`src/rtl/bcd_count_n_digit.sv`:
```
`default_nettype none
// ============================================================================
// Module      : bcd_count_n_digit
// Description : N-digit BCD up/down counter with validated parallel load,
//               synchronous clear, and registered carry/borrow/error pulses.
//               Optional macro BCD_SATURATE_EN: hold at all-9s / all-0s
//               instead of wrapping.
// Revision    : 1.0 - initial release
// ============================================================================
module bcd_count_n_digit #(
    parameter int DIGITS = 2
) (
    input  logic                  clock,
    input  logic                  reset,
    input  logic                  count_Up,
    input  logic                  count_Down,
    input  logic                  reconfig,
    input  logic                  load,
    input  logic [4*DIGITS-1:0]   load_value,
    output logic [4*DIGITS-1:0]   count,
    output logic                  carry_out,
    output logic                  borrow_out,
    output logic                  at_max,
    output logic                  load_error
);

    localparam int c_WIDTH = 4 * DIGITS;

    logic [c_WIDTH-1:0] r_count;
    logic               r_carry;
    logic               r_borrow;
    logic               r_load_error;

    logic [c_WIDTH-1:0] w_inc_count;
    logic [c_WIDTH-1:0] w_dec_count;
    logic [c_WIDTH-1:0] w_load_count;
    logic [DIGITS:0]    w_lower_nines;
    logic [DIGITS:0]    w_lower_zeros;
    logic [DIGITS-1:0]  w_bad_digit;
    logic               w_inc_req;
    logic               w_dec_req;
    logic               w_all_nines;
    logic               w_all_zeros;

    assign w_inc_req        = count_Up & ~count_Down;
    assign w_dec_req        = count_Down & ~count_Up;
    assign w_lower_nines[0] = 1'b1;
    assign w_lower_zeros[0] = 1'b1;
    assign w_all_nines      = w_lower_nines[DIGITS];
    assign w_all_zeros      = w_lower_zeros[DIGITS];

    // Ripple enables: a digit steps only when every lower digit is at its
    // roll-over value, so the wrap of the whole counter falls out naturally.
    generate
        for (genvar i = 0; i < DIGITS; i++) begin : g_digit
            logic [3:0] w_cur;
            logic [3:0] w_ld;

            assign w_cur                = r_count[4*i +: 4];
            assign w_ld                 = load_value[4*i +: 4];
            assign w_lower_nines[i+1]   = w_lower_nines[i] & (w_cur == 4'd9);
            assign w_lower_zeros[i+1]   = w_lower_zeros[i] & (w_cur == 4'd0);
            assign w_inc_count[4*i +: 4] = !w_lower_nines[i] ? w_cur :
                                           (w_cur == 4'd9)   ? 4'd0  : w_cur + 4'd1;
            assign w_dec_count[4*i +: 4] = !w_lower_zeros[i] ? w_cur :
                                           (w_cur == 4'd0)   ? 4'd9  : w_cur - 4'd1;
            assign w_bad_digit[i]        = (w_ld > 4'd9);
            assign w_load_count[4*i +: 4] = w_bad_digit[i] ? 4'd0 : w_ld;
        end
    endgenerate

    always_ff @(posedge clock) begin
        if (reset) begin
            r_count      <= '0;
            r_carry      <= 1'b0;
            r_borrow     <= 1'b0;
            r_load_error <= 1'b0;
        end else begin
            r_carry      <= 1'b0;
            r_borrow     <= 1'b0;
            r_load_error <= 1'b0;
            if (reconfig) begin
                r_count <= '0;
            end else if (load) begin
                r_count      <= w_load_count;
                r_load_error <= |w_bad_digit;
            end else if (w_inc_req) begin
                r_carry <= w_all_nines;
`ifdef BCD_SATURATE_EN
                if (!w_all_nines) r_count <= w_inc_count;
`else
                r_count <= w_inc_count;
`endif
            end else if (w_dec_req) begin
                r_borrow <= w_all_zeros;
`ifdef BCD_SATURATE_EN
                if (!w_all_zeros) r_count <= w_dec_count;
`else
                r_count <= w_dec_count;
`endif
            end
        end
    end

    assign count      = r_count;
    assign carry_out  = r_carry;
    assign borrow_out = r_borrow;
    assign load_error = r_load_error;
    assign at_max     = w_all_nines;

endmodule
`default_nettype wire

```
`config.mk`:
```
export PLATFORM = sky130hd
export DESIGN_NAME = bcd_count_n_digit
export DESIGN_NICKNAME = d
export VERILOG_FILES = /design/src/rtl/bcd_count_n_digit.sv
export SDC_FILE = /design/constraint.sdc
export NUM_CORES = 1
export LEC_CHECK = 0
export CAP_MARGIN = 20
export CORE_MARGIN = 1
export CORE_UTILIZATION = 41
export CTS_CLUSTER_DIAMETER = 100
export CTS_CLUSTER_SIZE = 40
export DETAILED_ROUTE_END_ITERATION = 16
export HOLD_SLACK_MARGIN = 0.06
export PLACE_DENSITY = 0.84
export SLEW_MARGIN = 30
export SYNTH_ARGS = -nofsm -noshare
export SYNTH_HDL_FRONTEND = slang
export SYNTH_SLANG_ARGS = --single-unit
```
`constraint.sdc`:
```
create_clock -name clock -period 1.6 [get_ports clock]
set_input_delay 0.32 -clock clock [delete_from_list [all_inputs] [get_ports clock]]
set_output_delay 0.32 -clock clock [all_outputs]
set_load 0.01 [all_outputs]
```
**Word level (Yosys, flattened, before mapping)**

Index checks and enable logic that the tools add are counted.

- Eq/ne operators: 3
- Add/subtract/negate cells: 4
- Muxes and demuxes: 11
- Bitwise gates (word level): 9
- Order comparisons: 2
- Reductions and logical operators: 10

Operators with widths:

| operator | number |
|---|---|
| $mux 4 | 8 |
| $mux 8 | 3 |
| $add 4x1->4 const B | 2 |
| $eq 4x4->1 const B | 2 |
| $gt 4x4->1 const B | 2 |
| $logic_not 4->1 | 2 |
| $sub 4x1->4 const B | 2 |
| $reduce_bool 3->1 | 2 |
| $not 1->1 | 5 |
| $reduce_or 5->1 | 1 |
| $and 1x1->1 | 4 |
| $reduce_or 2->1 | 2 |
| $reduce_or 4->1 | 1 |
| $ne 3x3->1 const B | 1 |
| $reduce_and 3->1 | 1 |
| $reduce_or 3->1 | 1 |

- Output and inout bits: 12
- Input bits: 14
- Register bits: 11

**Logic depth before layout (Yosys ltp)**

- Depth after elaboration: 6
- Depth in mapped cells: 6
- Mapped depth without buffers: 4

**Worst setup path before layout**

Ideal clock, no wire load.

- Kind: register to register
- Start point: register r_count[3] (netlist: count[3])
- End point: register r_count[6] (netlist: count[6])
- Required time: 1.478 ns
- Data arrival time: 1.511 ns
- Slack: -0.033 ns
- Stages on the path, launching flop included: 6
- Buffers on the path: 1
- Period minus slack after synthesis: 1.633 ns
- Library setup time: 0.122 ns
- Cell sequence: dfxtp_1 buf_6 or4b_4 a21boi_4 nor4_1 a311o_1

- Cells in the longest elaborated chain, start to end: 3
- Elaborated cells on any way between the ends: 5

Ends and longest elaborated chain:

| what | line | text |
|---|---|---|
| from (decl) | 29 | `logic [c_WIDTH-1:0] r_count;` |
| from (signal assigned) | 85 | `r_count <= w_load_count;` |
| from (signal assigned) | 92 | `r_count <= w_inc_count;` |
| from (signal assigned) | 99 | `r_count <= w_dec_count;` |
| $eq 4x4->1 or $logic_not 4->1 (tied branches) | 61, 62 |  |
| $ne 3x3->1 (no line) or $reduce_bool 3->1 (tied branches) | - |  |
| $reduce_and 3->1 (no line) (*) | - |  |

Mark *: on every way between the ends. The rest lies on a longest branch, timed or not.
A chain may end at the register's enable or synchronous reset.

**Worst setup path after layout**

- Start point: register r_count[0] (netlist: count[0])
- End point: register r_count[6] (netlist: count[6])

The elaborated chain is that of the path after synthesis.

==> results <==
- The flow ran to the end, but the final reports show violations.
- The checks that failed: negative setup slack.
- The initial antenna violation count is 0.
- Across all hold checks on the routed design, the worst slack comes to 0.556 ns.
- After legalization and detailed placement, the total HPWL measured 1.85 mm.
- At the end of the flow the core is filled with cells to around two thirds.
- Measured against its own limit, the worst slew margin works out to 74.2%.
- Routability-driven placement finished with a final weighted congestion of 0.877.
- Yosys instantiated no cell more often than dfxtp_1.
- The max-slew violation count is 0.
- The internal portion of the total power is 0.518 mW.
- The wire length after detailed routing is 2.57 mm.
- The net total in the final layout is 173.
- The post-synthesis cell count is around 110.
- The element type at the critical path end is a flop.
- CTS saw 11 sinks.
- The number of global-route vias before repair was 861.
- Entering global routing, the biggest net connects 11 pins.
- The post-synthesis sequential element count is 11.
- The number of different library cells in the post-synthesis netlist is 40.
- TritonCTS built the clock tree.
- The dominant cell type by area after synthesis is dfxtp_1.
- The overall routing resource usage is 24.4%.
- For the worst setup path, the data arrival time is about 1.8 ns.
- The cell area that synthesis handed to floorplanning was 863 sq um.
- 26 I/O pins were placed.
- After floorplanning, the core was sized to cover 1960 sq um.
- The later pin in the worst-skew pair is clocked with a latency of 0.28 ns.
- Setup violations remaining at the end of the flow were counted as 3.
- Row generation in the floorplan step produced 16 rows.
- The most used flip-flop cell after synthesis is dfxtp_1.
- The actual transition at the worst max-transition pin is between 0.3 and 0.4 ns.
- The time the worst path needs with I/O delays and setup is ~1.6 ns.
- The post-detailed-placement cell area is between 1000 and 1500 sq um.
- Of the post-synthesis cell area, the dominant cell type holds between 20% and 30%.
- The mean instance size in the synthesized netlist is 7.64 sq um.
- The first routing iteration left 36 violations.
- The worst-case clock buffer depth is 2.
- Once routing completed, OpenROAD measured the worst setup slack at -0.0404 ns.
- The commonest cells after synthesis are 11 x dfxtp_1, 8 x a21oi_1, 8 x nand2_1.
- The leakage power is just under 0.6 nW.
- The required time of the worst setup path is ~1.8 ns.
- The number of hold-repair buffers added at the cts stage is 0.
- Net switching is between 30% and 40% of the power.
- The first-pass iteration count of the detailed router is 4.
- The number of hold violations in the final report is 0.
- Setup repair after global routing could not meet its margin everywhere.
- The proportion of synthesized flip-flops having asynchronous set or reset is 0%.
- The number of clock buffers inserted by TritonCTS is 3.
- In this run the power density over the cells is 561 nW/um^2.
- The via count is approximately 1.0k.
- The clock skew after layout is 0.00514 ns.
- In this run the worst path has a maximum fanout of 7.
- Clock tree synthesis selected as its root buffer the cell clkbuf_4.
- The residual antenna-violating net count after detailed routing is 0.
- The peak supply drop is 443 uV.
- The final clock period utilization by the worst path is 103%.
- Sorting the synthesized cells by area gives the leading types as dfxtp_1 26%, a21oi_1 4.6%, nor3_1 4.1%.
- In this run, synthesis inferred 0 flip-flops with an integrated enable.
- The sequential share of power is 38.7%.
- The start-to-end type of the worst setup path is flop to flop.
- The sum of overflow across all layers after global routing is 0.
- The repair_antennas step left the layout with diodes totalling 0.
- Static timing analysis puts the maximum clock frequency at 610 MHz.
- For this run, the number of Yosys warnings is 0.
- Port buffering added 25 buffers.
- The starting density of the core is 44.0%.
- The post-route setup TNS is -0.0516 ns.
- The residual DRC count is 0.
- The width of the die is about 48 um.
- After routing the design area is about 1300 sq um.
- In this run the vertical extent of the chip is 47.9 um.
- The share of total power in combinational logic is 33.7%.
- The clock transition at the registers of the reported paths is approximately 0.08 ns.
- The switching power of the nets is 0.237 mW.
- In the final routed layout, each cell accounts on average for 13.9 um.
- The min-delay analysis places its worst path in the category flop to flop.
- The share of the yosys chip area belonging to registers is 25.5%.
- In this run, the clock network consumes 27.6% of the power.
- Dividing the detail-routed via count by the number of cells gives approximately 5.5.
- CTS built an H-tree with a depth of 1.
- The overall die area is about 2300 sq um.
- The startpoint identified for the worst hold timing path is count[7].
- After filler insertion, the fill cell instance count of the layout stands at ~170.
- The startpoint identified for the worst register-to-register timing path is count[0].
- The most critical setup path has its startpoint at count[0].
- The synthesized net count is 127.
- The first global-routing pass estimated 3.82 mm of wire.
- The startpoint type of the worst setup path is a flop.
- Across the run, the number of max-cap violations was 0.
- The fraction of final layout cells with drive strength greater than 1 is between 20 and 30%.
- The layout overhead on the synthesized area is 55.9%.
power by group through the flow:
stage               combinational, mW  clock [mW]  sequential (mW)
finish                          0.255       0.209            0.292
global route                    0.276       0.222            0.293
CTS                             0.248       0.210            0.292
detailed placement              0.248           0            0.297
global placement                0.243           0            0.296
floorplan                       0.120           0            0.303
repair_timing:
action	CTS	global route
buffers inserted	1	0
gates resized for setup	20	3
endpoints found under the setup margin	16	6
pin swaps	2	3
layout by cell type (no fill, tap or decap), drive strengths merged, types with 2 or more instances in the layout:
master,instances
buf,27
clkdlybuf4s50,14
dfxtp,11
dlygate4sd2,10
nand2,8
a21oi,8
nor3,7
nor2,6
inv,5
o21ai,5
nand2b,4
o31a,4
clkbuf,4
nand4b,3
xnor2,3
xor2,3
nor4,3
a31oi,3
a21boi,3
or2,2
o22ai,2
and3,2
nor3b,2
nand3,2
or3,2
nor2b,2
metal layers:
| layer | GRT usage (%) | wire [um] | vias to the layer above |
|---|---|---|---|
| met1 | 36.3 | 1240 | 456 |
| li1 | - | - | 512 |
| met5 | 0 | 0 | - |
| met4 | 8.33 | 29 | 0 |
| met3 | 3.40 | 154 | 5 |
| met2 | 35.4 | 1140 | 44 |
layout make-up:
class,instances,area [sq um],area share [%]
Sequential cell,11,224,16.6
Multi-Input combinational cell,87,599,44.5
Tap cell,27,33.8,2.51
Timing Repair Buffer,51,444,33.0
Clock buffer,4,26.3,1.95
Inverter,5,18.8,1.39
worst max-delay path, stage by stage (launching register included):
cell      delay (ns)
dfxtp_2         0.34
or4b_4          0.55
a21boi_4        0.27
nor4_2          0.08
a311o_1         0.28
per-stage QoR:
step / cells / worst slack, ns / power [mW]
2_1_floorplan: 113 / -0.0164 / 0.423
3_3_place_gp: 180 / -0.397 / 0.539
3_5_place_dp: 180 / -0.436 / 0.544
4_1_cts: 185 / -0.0150 / 0.749
5_1_grt: 185 / -0.0705 / 0.791
6_report: 185 / -0.0404 / 0.755
cells by family (layout without fill, tap and decap cells):
logic type	after synthesis	count (layout)	share of synthesized area, %
simple gates	47	47	31.9
buf+inv	15	60	7.83
flops	11	11	25.5
xor+xnor	6	6	6.09
compound gates	34	34	28.7
path summary, 6_finish.rpt:
path / cells after the start / slack, ns / to
worst min register to register: 2 / 0.56 / borrow_out
worst max-delay path: 4 / -0.04 / count[6]
worst max register to register: 4 / -0.04 / count[6]
worst min-delay path: 2 / 0.56 / borrow_out
sequential cells by signal, indices dropped and copies added (netlist names):
signal and cells:
borrow_out 1, carry_out 1, count 8, load_error 1
Note: power is estimated with default switching activity, not from simulation.
